===== config.mk =====
export PLATFORM = sky130hd
export DESIGN_NAME = step_generator
export DESIGN_NICKNAME = d
export VERILOG_FILES = /design/src/rtl/step_generator.sv
export SDC_FILE = /design/constraint.sdc
export NUM_CORES = 1
export LEC_CHECK = 0
export ABC_CLOCK_PERIOD_IN_PS = 5050
export CORE_ASPECT_RATIO = 0.9
export CORE_UTILIZATION = 35
export DETAILED_ROUTE_END_ITERATION = 10
export MAX_ROUTING_LAYER = met4
export SLEW_MARGIN = 20
export SYNTH_ARGS = -nofsm -noshare
export SYNTH_HDL_FRONTEND = slang
export SYNTH_SLANG_ARGS = --single-unit

===== constraint.sdc =====
create_clock -name clk -period 5.05 [get_ports clk]
set_input_delay 1.2625 -clock clk [delete_from_list [all_inputs] [get_ports clk]]
set_output_delay 1.2625 -clock clk [all_outputs]
set_load 0.01 [all_outputs]

===== src/rtl/step_generator.sv =====
// -----------------------------------------------------------------------------
// step_generator
//
// Step/dir pulse transmitter. Accepts move commands (direction, step count,
// step period) over a valid/ready handshake and produces the step/dir waveform
// for the H-bridge driver. Every command first holds dir stable for DIR_SETUP
// cycles, then emits step pulses of PULSE_W cycles high on a fixed period.
// Periods shorter than PULSE_W+1 are stretched so the low time is never zero.
//
// Parameters
//   CNT_W     width of the per-command step count
//   PER_W     width of the step period (clk cycles, rising edge to rising edge)
//   DIR_SETUP cycles dir is held before the first step of a command (>= 1)
//   PULSE_W   step high time in cycles (>= 1)
//
// Ports
//   clk        sole clock
//   reset      asynchronous, active-high reset
//   cmd_valid  command offered
//   cmd_ready  command can be accepted (IDLE only, low while reset is high)
//   cmd_dir    command direction, 1 = forward
//   cmd_steps  number of steps, 0 is a legal empty move
//   cmd_period step period in clk cycles
//   abort      stop the current move at the next safe point
//   step       step pulse to the driver
//   dir        direction to the driver, changes only on command acceptance
//   busy       move in progress (SETUP/HIGH/LOW)
//   done       one-cycle pulse at the end of every accepted move
//   position   signed absolute step position
//
// Build option
//   STEPGEN_POSITION_EN  when defined, position counts step rising edges
//                        (+1 forward, -1 reverse, two's complement wrap);
//                        when undefined, no counter exists and position = 0.
// -----------------------------------------------------------------------------
module step_generator #(
  parameter int CNT_W     = 32,
  parameter int PER_W     = 16,
  parameter int DIR_SETUP = 4,
  parameter int PULSE_W   = 2
) (
  input  logic                    clk,
  input  logic                    reset,
  input  logic                    cmd_valid,
  output logic                    cmd_ready,
  input  logic                    cmd_dir,
  input  logic [CNT_W-1:0]        cmd_steps,
  input  logic [PER_W-1:0]        cmd_period,
  input  logic                    abort,
  output logic                    step,
  output logic                    dir,
  output logic                    busy,
  output logic                    done,
  output logic signed [31:0]      position
);

  typedef enum logic [2:0] {
    IDLE  = 3'd0,
    SETUP = 3'd1,
    HIGH  = 3'd2,
    LOW   = 3'd3,
    DONE  = 3'd4
  } state_t;

  // The phase counter shares one width for the setup hold, the high time and
  // the full period; DIR_SETUP and PULSE_W+1 must fit in PER_W bits.
  localparam logic [PER_W-1:0] MIN_PER    = PER_W'(PULSE_W + 1);
  localparam logic [PER_W-1:0] SETUP_LAST = PER_W'(DIR_SETUP);
  localparam logic [PER_W-1:0] HIGH_LAST  = PER_W'(PULSE_W);

  // Stretch short periods so a pulse always gets at least one low cycle.
  function automatic logic [PER_W-1:0] clamp_period(input logic [PER_W-1:0] p);
    return (p < MIN_PER) ? MIN_PER : p;
  endfunction

  // Two's complement step of the position counter; wraps naturally.
  function automatic logic signed [31:0] step_pos(input logic signed [31:0] p,
                                                  input logic              fwd);
    return fwd ? (p + 32'sd1) : (p - 32'sd1);
  endfunction

  state_t            state;
  state_t            state_nxt;
  logic              accept;
  logic              enter_high;
  logic              abort_pend;
  logic [CNT_W-1:0]  remaining;
  logic [PER_W-1:0]  per;
  logic [PER_W-1:0]  ph;

  assign cmd_ready = (state == IDLE) & ~reset;

  // ph counts cycles since the last phase start: 1 on the first SETUP cycle,
  // 1 on the first HIGH cycle, and keeps counting through LOW so that the
  // rising-edge-to-rising-edge period is simply ph == per.
  always_comb begin
    state_nxt  = state;
    accept     = 1'b0;
    enter_high = 1'b0;
    case (state)
      IDLE: begin
        if (cmd_valid) begin
          accept    = 1'b1;
          state_nxt = (cmd_steps == '0) ? DONE : SETUP;
        end
      end
      SETUP: begin
        if (abort) begin
          state_nxt = DONE;
        end else if (ph == SETUP_LAST) begin
          state_nxt = HIGH;
        end
      end
      HIGH: begin
        // An abort seen anywhere in the pulse only takes effect once the full
        // high time has elapsed.
        if (ph == HIGH_LAST) begin
          state_nxt = (abort | abort_pend) ? DONE : LOW;
        end
      end
      LOW: begin
        if (abort) begin
          state_nxt = DONE;
        end else if (ph == per) begin
          state_nxt = (remaining == '0) ? DONE : HIGH;
        end
      end
      DONE: begin
        state_nxt = IDLE;
      end
      default: begin
        state_nxt = IDLE;
      end
    endcase
    enter_high = (state_nxt == HIGH) && (state != HIGH);
  end

  // Control registers: state, registered outputs, latched direction.
  always_ff @(posedge clk or posedge reset) begin
    if (reset) begin
      state      <= IDLE;
      step       <= 1'b0;
      dir        <= 1'b0;
      busy       <= 1'b0;
      done       <= 1'b0;
      abort_pend <= 1'b0;
    end else begin
      state <= state_nxt;
      step  <= (state_nxt == HIGH);
      busy  <= (state_nxt == SETUP) || (state_nxt == HIGH) || (state_nxt == LOW);
      done  <= (state_nxt == DONE);
      if (accept) begin
        dir <= cmd_dir;
      end
      if (accept) begin
        abort_pend <= 1'b0;
      end else if ((state == HIGH) && abort) begin
        abort_pend <= 1'b1;
      end
    end
  end

  // Move datapath: loaded on acceptance, only meaningful while busy.
  always_ff @(posedge clk) begin
    if (accept) begin
      remaining <= cmd_steps;
      per       <= clamp_period(cmd_period);
      ph        <= PER_W'(1);
    end else if (enter_high) begin
      remaining <= remaining - CNT_W'(1);
      ph        <= PER_W'(1);
    end else begin
      ph <= ph + PER_W'(1);
    end
  end

`ifdef STEPGEN_POSITION_EN
  logic signed [31:0] pos_q;

  // Counted on the same edge that raises step, so position and step agree.
  always_ff @(posedge clk or posedge reset) begin
    if (reset) begin
      pos_q <= '0;
    end else if (enter_high) begin
      pos_q <= step_pos(pos_q, dir);
    end
  end

  assign position = pos_q;
`else
  assign position = '0;
`endif

endmodule

==> impl.org, run 1 <==
** Timing
- At the pin with the least slew margin, the transition time is between 700 and 800 ps.
- Final number of max-transition violations :: 0
- Share of the cycle needed by the critical path after routing :: 78.7%
- Setup violations remaining at the end of the flow were counted as 0.
- Time the final worst path needs with I/O delays and setup :: just under 4000 ps
- RSZ-0062 raised after global routing :: no
- Worst clock skew :: 7.55 ps
- Total Negative Setup Slacks :: 0 ps
- Slew HR :: about 48%
- Highest achievable clock rate :: 252 MHz
- Number of hold violations in the final report :: 0

** Worst hold path
- Classification of the worst-slack hold path :: flop to flop
- Cell depth of the worst hold path :: 2

** Clock network
- Number of sinks driven by the clock tree :: ~70
- CTS hold repair buffers :: 0
- CTS Root Cell :: clkbuf_16
- Number of buffers inserted to repair setup after CTS :: 0
- Maximum buffer depth of the clock tree :: 2
- Clock-pin transition on the worst setup and hold timing paths :: approximately 60 ps
- Worst-skew pair later-pin latency :: between 300 and 400 ps
- Gates resized during post-CTS repair numbered 0.
- Clock buffers created by TritonCTS :: 9
- Clock tree from TritonCTS :: built
- The H-tree was split into 3 levels.

** Final layout
- Number of fillers in the final layout :: 1,112
- Fraction of layout cells with a size suffix above 1 :: 7.25%
- Final instance area :: about 5000 sq um
- P&R area growth vs syn :: 20.7%
- Fin util :: between 40 and 50%
- Total Nets Final :: ~520
- Antenna diode count :: 0

** Route
- For this block, the initial DRC count from the detailed router was 225.
- Per-cell routed wire length :: about 13 um
- Remaining design rule violation count :: 0
- Once detail routing completed, the nets flagged for antenna violations numbered 0.
- The pre-antenna-repair detailed-routing pass consisted of 4 iterations.
- Detailed routing inserted a total of around 3,000 vias.
- DRT Wirelength :: 8250 um
- After detailed routing, the number of vias per cell comes to roughly 4.8.

** Flow run
- Maximum capacitance violations :: 0

** Logic synthesis
- Synthesized cell area :: approximately 4100 sq um
- The synthesized design spends more area on one cell type than any other, namely edfxtp_1.
- Warning count from the yosys run :: 0
- Counting flops with a built-in enable in the synthesized netlist gives 48.
- Summing the sequential cell areas from Yosys gives a little under half of the chip area.
- Distinct cell type count of the synthesized netlist :: 44
- For this run, asynchronously set or reset flops after synthesis account for around 11%.
- Sorting the synthesized cells by area gives the leading types as edfxtp_1 35%, dfxtp_1 7.7%, xnor2_1 6.1%, xor2_1 5.9%, buf_4 5.8%.
- In the synthesized netlist, the number of instances is ~420.
- Synthesized area divided by synthesized cell count :: approximately 9.8 sq um
- After synthesis the netlist holds a flip-flop and latch count of 72.
- In the synthesized netlist the dominant register cell turns out to be edfxtp_1.
- The top cell type by area accounts for approximately a third of the synthesized area.

** GRT
- Maximum number of pins on one net before global-route repair :: 77
- Initial antenna violation count :: 0
- The first global-routing pass estimated approximately 13,000 um of wire.
- Global routing finished with a remaining overflow of 0.
- The via count of the first global-routing pass came to about 2,800.
- Global routing consumed, over all layers together, 14.5% of the routing resources.

** Setup path
- Top fanout value on the critical path :: 32
- For the worst setup path, the data arrival time is ~4000 ps.
- The worst setup path is captured at a flop.
- Critical path cell sequence :: inv_1 > ha_1 > nor3b_1 > nand2_1 > or4_1 > or4_4 > a2bb2oi_2 > and4bb_1 > or2_1 > buf_4
- The largest single stage delay on the critical path is roughly 750 ps.
- Crit path required time :: 5090 ps
- The worst setup path is launched from a flop.
- The critical path is of the flop to flop type.
- Cell count of the worst reg-to-reg path :: 10
- On the critical path, the stage with the largest delay is an instance of or4_1.

** Placement
- After detailed placement, the total cell area comes to roughly 4700 sq um.
- HPWL after DPL :: just over 6000 um
- Routability-driven placement finished with a final weighted congestion of between 0.8 and 0.9.
- During placement, the flow inserted port buffers numbering between 50 and 60.

** Power and ir drop
- Static leakage :: 0.00179 uW
- IR analysis of the VDD net gives a maximum drop of between 200 and 250 uV.
- Areal power density over the cells :: about 480 nW/um^2

** Floorplan
- Measured along the x axis, the die boundary spans 117 um.
- After floorplanning, the core was sized to cover roughly 11,000 sq um.
- Rows :: 37
- Overall die height :: roughly 110 um
- The die covers between 10,000 and 15,000 sq um.
- Initial cell density of the core :: between 30 and 40%
- # IOs :: 90

** Run status
- The run finished with clean final reports.
-- per-layer routing --
| layer | up-vias | share of wire [%] | wire [um] | track usage [%] |
|---|---|---|---|---|
| met2 | 68 | 47 | 3910 | 22.2 |
| met1 | 1406 | 47 | 3880 | 18.6 |
| met4 | 0 | 1.3 | 104 | 5.06 |
| li1 | 1510 | - | - | - |
| met5 | - | 0 | 0 | - |
| met3 | 9 | 4.4 | 362 | 3.34 |
-- area by class of cell --
cell class	instances	area (sq um)	share of cell area, %
Timing Repair Buffer	61	601	12.0
Inverter	11	41.3	0.826
Clock buffer	9	225	4.51
Multi-Input combinational cell	309	1890	37.8
Tap cell	156	195	3.90
Sequential cell	72	1960	39.2
Clock inverter	7	86.3	1.73
-- registers in the layout, indices dropped and copies added, names as in the netlist --
name / count
abort_pend: 1
busy: 1
dir: 1
done: 1
per: 16
ph: 16
remaining: 32
state: 3
step: 1
-- report_power, final --
part / switching (uW) / total [uW] / leakage, uW / internal [uW]
logic: 383 / 680 / 0.000957 / 297
registers: 172 / 1070 / 0.000683 / 894
clock network: 230 / 657 / 0.000153 / 427
total: 785 / 2400 / 0.00179 / 1620
-- through the flow --
stage	worst slack [ps]	hold WS [ps]	total power, uW	cells
2_1_floorplan	1070	514	1560	454
3_3_place_gp	872	478	1750	609
3_5_place_dp	811	495	1760	609
4_1_cts	1080	510	2430	625
5_1_grt	896	523	2560	625
6_report	1070	497	2400	625
-- final timing paths --
check,end,from,slack [ps]
worst max-delay path,remaining[21],remaining[0],1070
worst min-delay path,dir,dir,500
worst max register to register,remaining[21],remaining[0],1070
worst min register to register,dir,dir,500
max in group asynchronous,abort_pend,reset,3620
min in group asynchronous,dir,reset,1200
-- logic make-up (layout without fill, tap and decap cells) --
kind of cell | count (synthesis) | count (layout) | share of synthesized area, %
and+or+nand+nor | 166 | 166 | 22.0
AOI/OAI and AO/OA | 50 | 50 | 7.46
adders and majority gates | 4 | 4 | 1.21
other | 1 | 32 | 0.0905
xor gates and xnor gates | 57 | 57 | 12.1
buffers and inverters | 73 | 88 | 9.88
DFF | 72 | 72 | 47.4
-- placed cells by master (no fill, tap or decap), types with 3 or more instances in the layout --
cell type        count
o21ai_0             17
dfrtp_1              8
or4_4                4
nor2_1              29
and4_1               3
nand2b_1             3
dfxtp_1             16
o31ai_1              3
a21oi_1             13
nor3_2               8
nand3_1              8
nor3_1              17
and3_1               5
clkbuf_16            9
edfxtp_1            48
nor4_1              25
nand2_1             42
buf_4                4
xnor2_1             29
or3_1                4
xor2_1              28
conb_1              32
or4_1                7
o21ai_1              6
inv_1               10
clkinv_2             3
nand4_1              4
clkdlybuf4s50_1     57
ha_1                 4
-- worst max-delay path, delay by kind of cell (launching register included) --
family,cells,cell delay [ps]
adders and majority gates,1,170
DFF,1,440
buffers and inverters,2,350
AOI/OAI and AO/OA,1,220
and+or+nand+nor,6,2490
-- synthesized netlist by cell type (all sizes together), types with 3 or more instances --
cell / count
or4: 11
inv: 10
o21ai: 23
nor3: 25
dfrtp: 8
and3: 5
o31ai: 4
dfxtp: 16
nand2: 42
clkbuf: 27
nor4: 25
buf: 35
xnor2: 29
and4: 3
nand2b: 3
nor2: 29
xor2: 28
edfxtp: 48
ha: 4
or3: 4
nand4: 4
nand3: 8
a21oi: 13
No activity file was read; power rests on OpenSTA's default activity.
==> run 2, diff against run 1 <==
--- a/config.mk
+++ b/config.mk
@@ -5,7 +5,7 @@
 export SDC_FILE = /design/constraint.sdc
 export NUM_CORES = 1
 export LEC_CHECK = 0
-export ABC_CLOCK_PERIOD_IN_PS = 5050
+export ABC_CLOCK_PERIOD_IN_PS = 3700
 export CORE_ASPECT_RATIO = 0.9
 export CORE_UTILIZATION = 35
 export DETAILED_ROUTE_END_ITERATION = 10
==> constraint.sdc (replaced) <==
create_clock -name clk -period 3.7 [get_ports clk]
set_input_delay 0.925 -clock clk [delete_from_list [all_inputs] [get_ports clk]]
set_output_delay 0.925 -clock clk [all_outputs]
set_load 0.01 [all_outputs]
==> impl.org, run 2 (synthesis gave the netlist of run 1 again) <==
** Run status
- The run finished with clean final reports.

** Clock network
- The H-tree generated during clock tree synthesis spans 3 levels.
- The later pin in the worst-skew pair is clocked with a latency of between 300 and 400 ps.
- Clock buffers created by TritonCTS :: 9
- After clock tree synthesis, the clock-pin slew on the worst setup and hold paths is approximately 60 ps.
- The tree is rooted in a clkbuf_16.
- Counting along the longest clock path gives a buffer depth of 2.
- Clock tree synthesis found a total of 72 sinks.
- Clock tree from TritonCTS :: built
- Number of buffers inserted to repair setup after CTS :: 0

** Final layout
- Most frequent standard cell in the layout excluding fill and tap cells :: clkdlybuf4s50_1
- For this run, the post-layout net count is roughly 530.
- In the layout the commonest cells are 57 x clkdlybuf4s50_1, 48 x edfxtp_1, 42 x nand2_1, 32 x conb_1.
- Relative to the synthesized area, the layout overhead comes to 22.3%.
- Largest reg by FF count :: remaining
- The number of antenna diodes in the final layout is 0.
- The register with the most flip-flops in the layout has 32 of them.
- Fraction of layout cells with a size suffix above 1 :: 9.96%
- Summing all non-filler instances in the final layout gives an area of a little over 5000 sq um.
- Top flop regs :: remaining (32), per (16), ph (16)

** Route
- Mean number of vias per cell :: about 4.7
- For this block, the routed nets add up to 8380 um of wire.
- For this run, the detailed router's first-pass iteration total came to 4.
- The routed layout has between 3,000 and 4,000 vias.
- After detailed routing, the number of remaining DRC violations is 0.
- In this run, the number of DRC markers left after iteration 0 of detailed routing was about 200.
- In the final routed layout, each cell accounts on average for 13.1 um.
- In this run the remaining antenna-violating nets after routing total 0.

** Setup path
- Crit-path max cell delay :: between 500 and 600 ps
- CP bufs+invs :: 1
- Tracing the worst setup path back leads to its startpoint at remaining[18].
- The critical path is of the flop to flop type.
- The worst setup path is launched from a flop.
- The largest individual stage delay along the critical path comes from the cell or4_4.
- Among the stages of the critical path, the cell type that occurs most often is or4_4.
- R2r startpoint :: remaining[18]
- Type of destination of the critical path :: flop
- Along the worst path, the maximum fanout reaches 16.
- STA puts the critical path data arrival time at ~3800 ps.
- For the worst setup path, the data required time is 3910 ps.
- Cell family with the largest share of critical-path delay :: simple AND/OR/NAND/NOR gates
- Critical path cell sequence :: or4_4 > or4_4 > or4_4 > or4_4 > o31ai_4 > and4bb_1 > buf_6 > or3_1

** Power and ir drop
- Dividing total power by cell area gives a power density of 636 nW/um^2.
- Summing internal, switching and leakage power gives roughly 3200 uW.
- The share of total power dissipated in combinational logic is a little under a third.
- For this design the static power due to leakage is ~0.0018 uW.
- In this run the power spent charging and discharging nets is 1100 uW.
- Net switching is ~34% of the power.
- Across the VDD grid, the largest voltage drop is 231 uV.
- Cell internal power was estimated by the tool at between 2000 and 2500 uW.
- Sequential share of power :: 44.7%
- Clock network fraction of total power :: 24.5%

** GRT
- The total overflow left after global routing is 0.
- Entering global routing, the biggest net connects 46 pins.
- Wire length of the first global-routing pass :: around 14,000 um
- Via count of the first global-routing pass :: 2,875
- Global routing used between 10% and 20% of the available tracks.
- The initial antenna violation count is 0.

** Floorplan
- Initial cell density of the core :: around 36%
- Overall die height :: around 110 um
- Area of the die :: between 10,000 and 15,000 sq um
- Rows :: 37
- Area of the core region :: 11,500 sq um
- The die is 117 um wide.
- Pin placement for this block handled 90 I/O pins.

** Placement
- HPWL after DPL :: between 6000 and 7000 um
- Port buffering added 57 buffers.
- Placed standard-cell area :: 4780 sq um
- DP Worst Slack :: -84.2 ps
- Routability-driven placement finished with a final weighted congestion of roughly 0.86.

** Timing
- Slew HR :: 63.6%
- Hold slack final :: 488 ps
- The number of hold violations in the final report is 0.
- Final number of max-transition violations :: 0
- Share of the cycle needed by the critical path after routing :: 96.6%
- At the pin with the least slew margin, the transition time is approximately 540 ps.
- Final-report setup violation count :: 0
- Time the final worst path needs with I/O delays and setup :: around 3600 ps
- Worst clock skew :: 5.19 ps
- Once routing completed, OpenROAD measured the worst setup slack at approximately 130 ps.
- Setup repair after global routing left no endpoint under its margin.
- Highest achievable clock rate :: between 200 and 300 MHz

** Worst hold path
- The worst hold path belongs to the class flop to flop.
- The startpoint identified for the worst hold timing path is dir.

** Flow run
- Maximum capacitance violations :: 0
run 2: cell count changes in the layout (fill, tap and decap cells not counted), moves of 2 or more:
cell,previous run,this run
clkinvlp_4,1,3
buf_4,4,15
bufinv_16,2,0
clkinv_2,3,1
or2_4,0,2
run 2: layout make-up:
type,instances,area [sq um]
Fill cell,1123,6410
Sequential cell,72,1960
Multi-Input combinational cell,310,1900
Timing Repair Buffer,73,694
Clock buffer,10,229
Tap cell,156,195
Clock inverter,6,45.0
Inverter,11,41.3
run 2: final timing paths:
check                      depth (start not counted)  slack, ps    end
setup / recovery                                   8        130  ph[0]
hold / removal                                     2        490    dir
setup reg to reg                                   8        130  ph[0]
hold reg to reg                                    2        490    dir
max in group asynchronous                          2       2570   done
min in group asynchronous                          2        890    dir
run 2: repair_timing:
item	CTS	global route
endpoints found under the setup margin	0	32
gates resized for setup	0	2
hold buffers	0	0
run 2: power groups by stage:
stage	Clock, uW	Sequential [uW]	Combinational, uW
after floorplan	0	1380	741
after CTS	807	1440	996
after global placement	0	1450	974
final	789	1440	993
after detailed placement	0	1460	991
after global routing	847	1470	1130
run 2: worst register-to-register path, delay by kind of cell, from the launching register on:
kind / cells / cell delay (ps)
AND/OR/NAND/NOR: 6 / 2690
flip-flops: 1 / 390
AO/OA/AOI/OAI: 1 / 190
buffers and inverters: 1 / 180
run 2: metal layers:
layer	part of all wire (%)	vias up	global-route usage, %
li1	-	1543	-
met1	49	1401	19.4
met4	1.0	0	4.70
met5	0	-	-
met3	4.3	7	3.62
met2	46	68	22.6
run 2: per-stage QoR:
step	TNS (ps)	utilization [%]	instances
CTS	0	44.0	637
global placement	-1580	41.6	621
finish	0	44.1	638
floorplan	0	-	454
global route	0	44.1	638
detailed placement	-2660	41.6	621
==> run 3, diff against run 2 <==
--- a/config.mk
+++ b/config.mk
@@ -5,7 +5,7 @@
 export SDC_FILE = /design/constraint.sdc
 export NUM_CORES = 1
 export LEC_CHECK = 0
-export ABC_CLOCK_PERIOD_IN_PS = 3700
+export ABC_CLOCK_PERIOD_IN_PS = 4600
 export CORE_ASPECT_RATIO = 0.9
 export CORE_UTILIZATION = 35
 export DETAILED_ROUTE_END_ITERATION = 10
==> constraint.sdc (replaced) <==
create_clock -name clk -period 4.6 [get_ports clk]
set_input_delay 1.15 -clock clk [delete_from_list [all_inputs] [get_ports clk]]
set_output_delay 1.15 -clock clk [all_outputs]
set_load 0.01 [all_outputs]
==> impl.org, run 3 (synthesis gave the netlist of run 1 again) <==
** Setup path
- Endpoint arrival time on the critical path :: about 3900 ps
- STA puts the critical path data required time at 4670 ps.
- STA classifies the critical path startpoint as a flop.
- STA classifies the critical path endpoint as a flop.
- Top fanout value on the critical path :: 28
- The number of cells on the worst reg-to-reg path is 8.
- The critical path in this run is classified as flop to flop.
- For flop-to-flop paths, the worst setup slack is 780 ps.
- In this run the worst setup path terminates at remaining[20].
- Worst setup path start :: remaining[18]
- In this run the critical register-to-register path is launched from remaining[18].
- In this run the critical register-to-register path is captured at remaining[20].

** Route
- For this run, design rule violations remaining after detail routing come to 0.
- Length of the first detailed-routing pass in iterations :: 4
- DRT Wirelength :: between 8000 and 9000 um
- Dividing the detail-routed wire length by the instance count gives approximately 13 um.
- Mean number of vias per cell :: between 4 and 5
- Antenna-violating nets left :: 0
- For this block, the via count after detailed routing is about 3,000.
- Iteration-0 DRC count of the detailed router :: around 100

** Clock network
- CTS Root Cell :: clkbuf_16
- Post-CTS repair changed the size of 0 cells.
- Number of buffers inserted to repair setup after CTS :: 0
- CTS built an H-tree with a depth of 3.
- In this run the deepest clock path goes through 2 buffers.
- After clock tree synthesis, the clock-pin slew on the worst setup and hold paths is roughly 50 ps.
- Clock buffers created by TritonCTS :: 9
- Clock tree from TritonCTS :: built
- The number of hold buffers added after CTS was 0.
- The clock reaches the later pin of the worst-skew pair after between 300 and 400 ps.
- Number of sinks driven by the clock tree :: between 70 and 80

** Floorplan
- 90 I/O pins were placed.
- X dimension of the die :: ~120 um
- The initial utilization of the core area, before any placement, comes to 36.1%.
- After floorplanning, the core was divided into 37 placement rows.
- The die covers approximately 12,000 sq um.
- Overall die height :: roughly 110 um
- In this run the standard cell core region covers approximately 11,000 sq um.

** Flow run
- Maximum capacitance violations :: 0

** Final layout
- Leaving out fill and tap cells, the most frequent cell in the layout is clkdlybuf4s50_1.
- Final instance area :: 5030 sq um
- P&R area growth vs syn :: 21.3%
- The register with the most flip-flops in the layout has 32 of them.
- Antenna diode count :: 0
- After filler insertion, the fill cell instance count of the layout stands at about 1,100.
- The net count of the finished layout is 523.
- Top flop regs :: remaining (32), per (16), ph (16)
- Commonest cells after routing, fill and taps aside :: 57 x clkdlybuf4s50_1, 48 x edfxtp_1, 42 x nand2_1, 32 x conb_1
- Multi-input gate area in the final layout :: 1890 sq um
- The count of cells in the finished layout, fillers not included, comes to between 600 and 700.
- Fraction of layout cells with a size suffix above 1 :: 7.22%
- Ranked by flip-flop count, first place goes to remaining.
- Storage cell area :: 1960 sq um

** Timing
- The worst pin sits at a relative slew slack of 64.7%.
- Final number of max-transition violations :: 0
- The routed design could run at a clock period as short as 3820 ps.
- Setup repair after global routing left no endpoint under its margin.
- Highest achievable clock rate :: 262 MHz
- Share of the cycle needed by the critical path after routing :: 83.0%
- Final-report setup violation count :: 0
- Worst clock skew :: slightly below 7 ps
- Actual transition at the worst max-transition pin :: 523 ps
- Total Negative Setup Slacks :: 0 ps
- Number of hold violations in the final report :: 0

** Power and ir drop
- The worst-case IR drop observed on VDD is 210 uV.
- Static leakage :: 0.00180 uW
- Dividing total power by cell area gives a power density of about 530 nW/um^2.

** Run status
- Run status :: finished clean

** GRT
- Via count of the first global-routing pass :: 2,792
- Entering global routing, the biggest net connects just over 40 pins.
- The initial antenna violation count came to 0.
- In the global route stage, overall resource usage came out at 14.4%.
- Wire length of the first global-routing pass :: about 13,000 um
- Total gr overflow :: 0

** Placement
- Detailed placement finished with a half-perimeter wire length of between 6000 and 7000 um.
- In this run, placement finished with an instance count of 611.
- Placed standard-cell area :: 4710 sq um
- RePlAce Congestion :: ~0.80
- Count of input and output buffers :: 57

** Worst hold path
- In this run the most critical hold path is launched from dir.
- The tightest min-delay check is of the flop to flop type.
run 3: critical path, stage by stage, from the launching register on:
cell	delay, ps
edfxtp_1	460
or4_4	600
or4_4	450
or4_4	500
or4_4	570
o31ai_4	200
and4bb_1	250
or2_1	310
buf_12	210
run 3: final cells by class:
type / instances / area share (%)
clock inverter: 7 / 1.72
timing repair buffer: 63 / 12.5
inverter: 11 / 0.822
tap: 156 / 3.88
sequential: 72 / 39.0
multi-input combinational: 309 / 37.6
clock buffer: 9 / 4.48
run 3: routing by layer:
| metal | vias up | track usage [%] | wire, um | part of all wire, % |
|---|---|---|---|---|
| met5 | - | - | 0 | 0 |
| met1 | 1394 | 17.5 | 3760 | 45 |
| met3 | 9 | 3.68 | 397 | 4.8 |
| met2 | 85 | 23.2 | 4000 | 48 |
| li1 | 1513 | - | - | - |
| met4 | 0 | 5.15 | 146 | 1.8 |
run 3: how the worst min path moves through the flow:
stage | end | cells after the start
6_report | dir | 2
5_1_grt | dir | 2
4_1_cts | dir | 2
3_5_place_dp | dir | 2
3_3_place_gp | dir | 2
2_1_floorplan | dir | 2
run 3: stage by stage:
stage               total power, uW  util [%]  worst slack (ps)  hold WS, ps
finish                         2650      43.8               781          491
global route                   2830      43.8               569          526
CTS                            2680      43.8               771          499
detailed placement             1960      41.1               493          487
global placement               1940      41.1               588          480
floorplan                      1710         -               618          514
run 3: power by group:
group	total (uW)	leakage, uW	switching [uW]	internal [uW]
clock network	716	0.000144	247	468
registers	1170	0.000683	188	980
logic	770	0.000971	427	343
total	2650	0.00180	862	1790
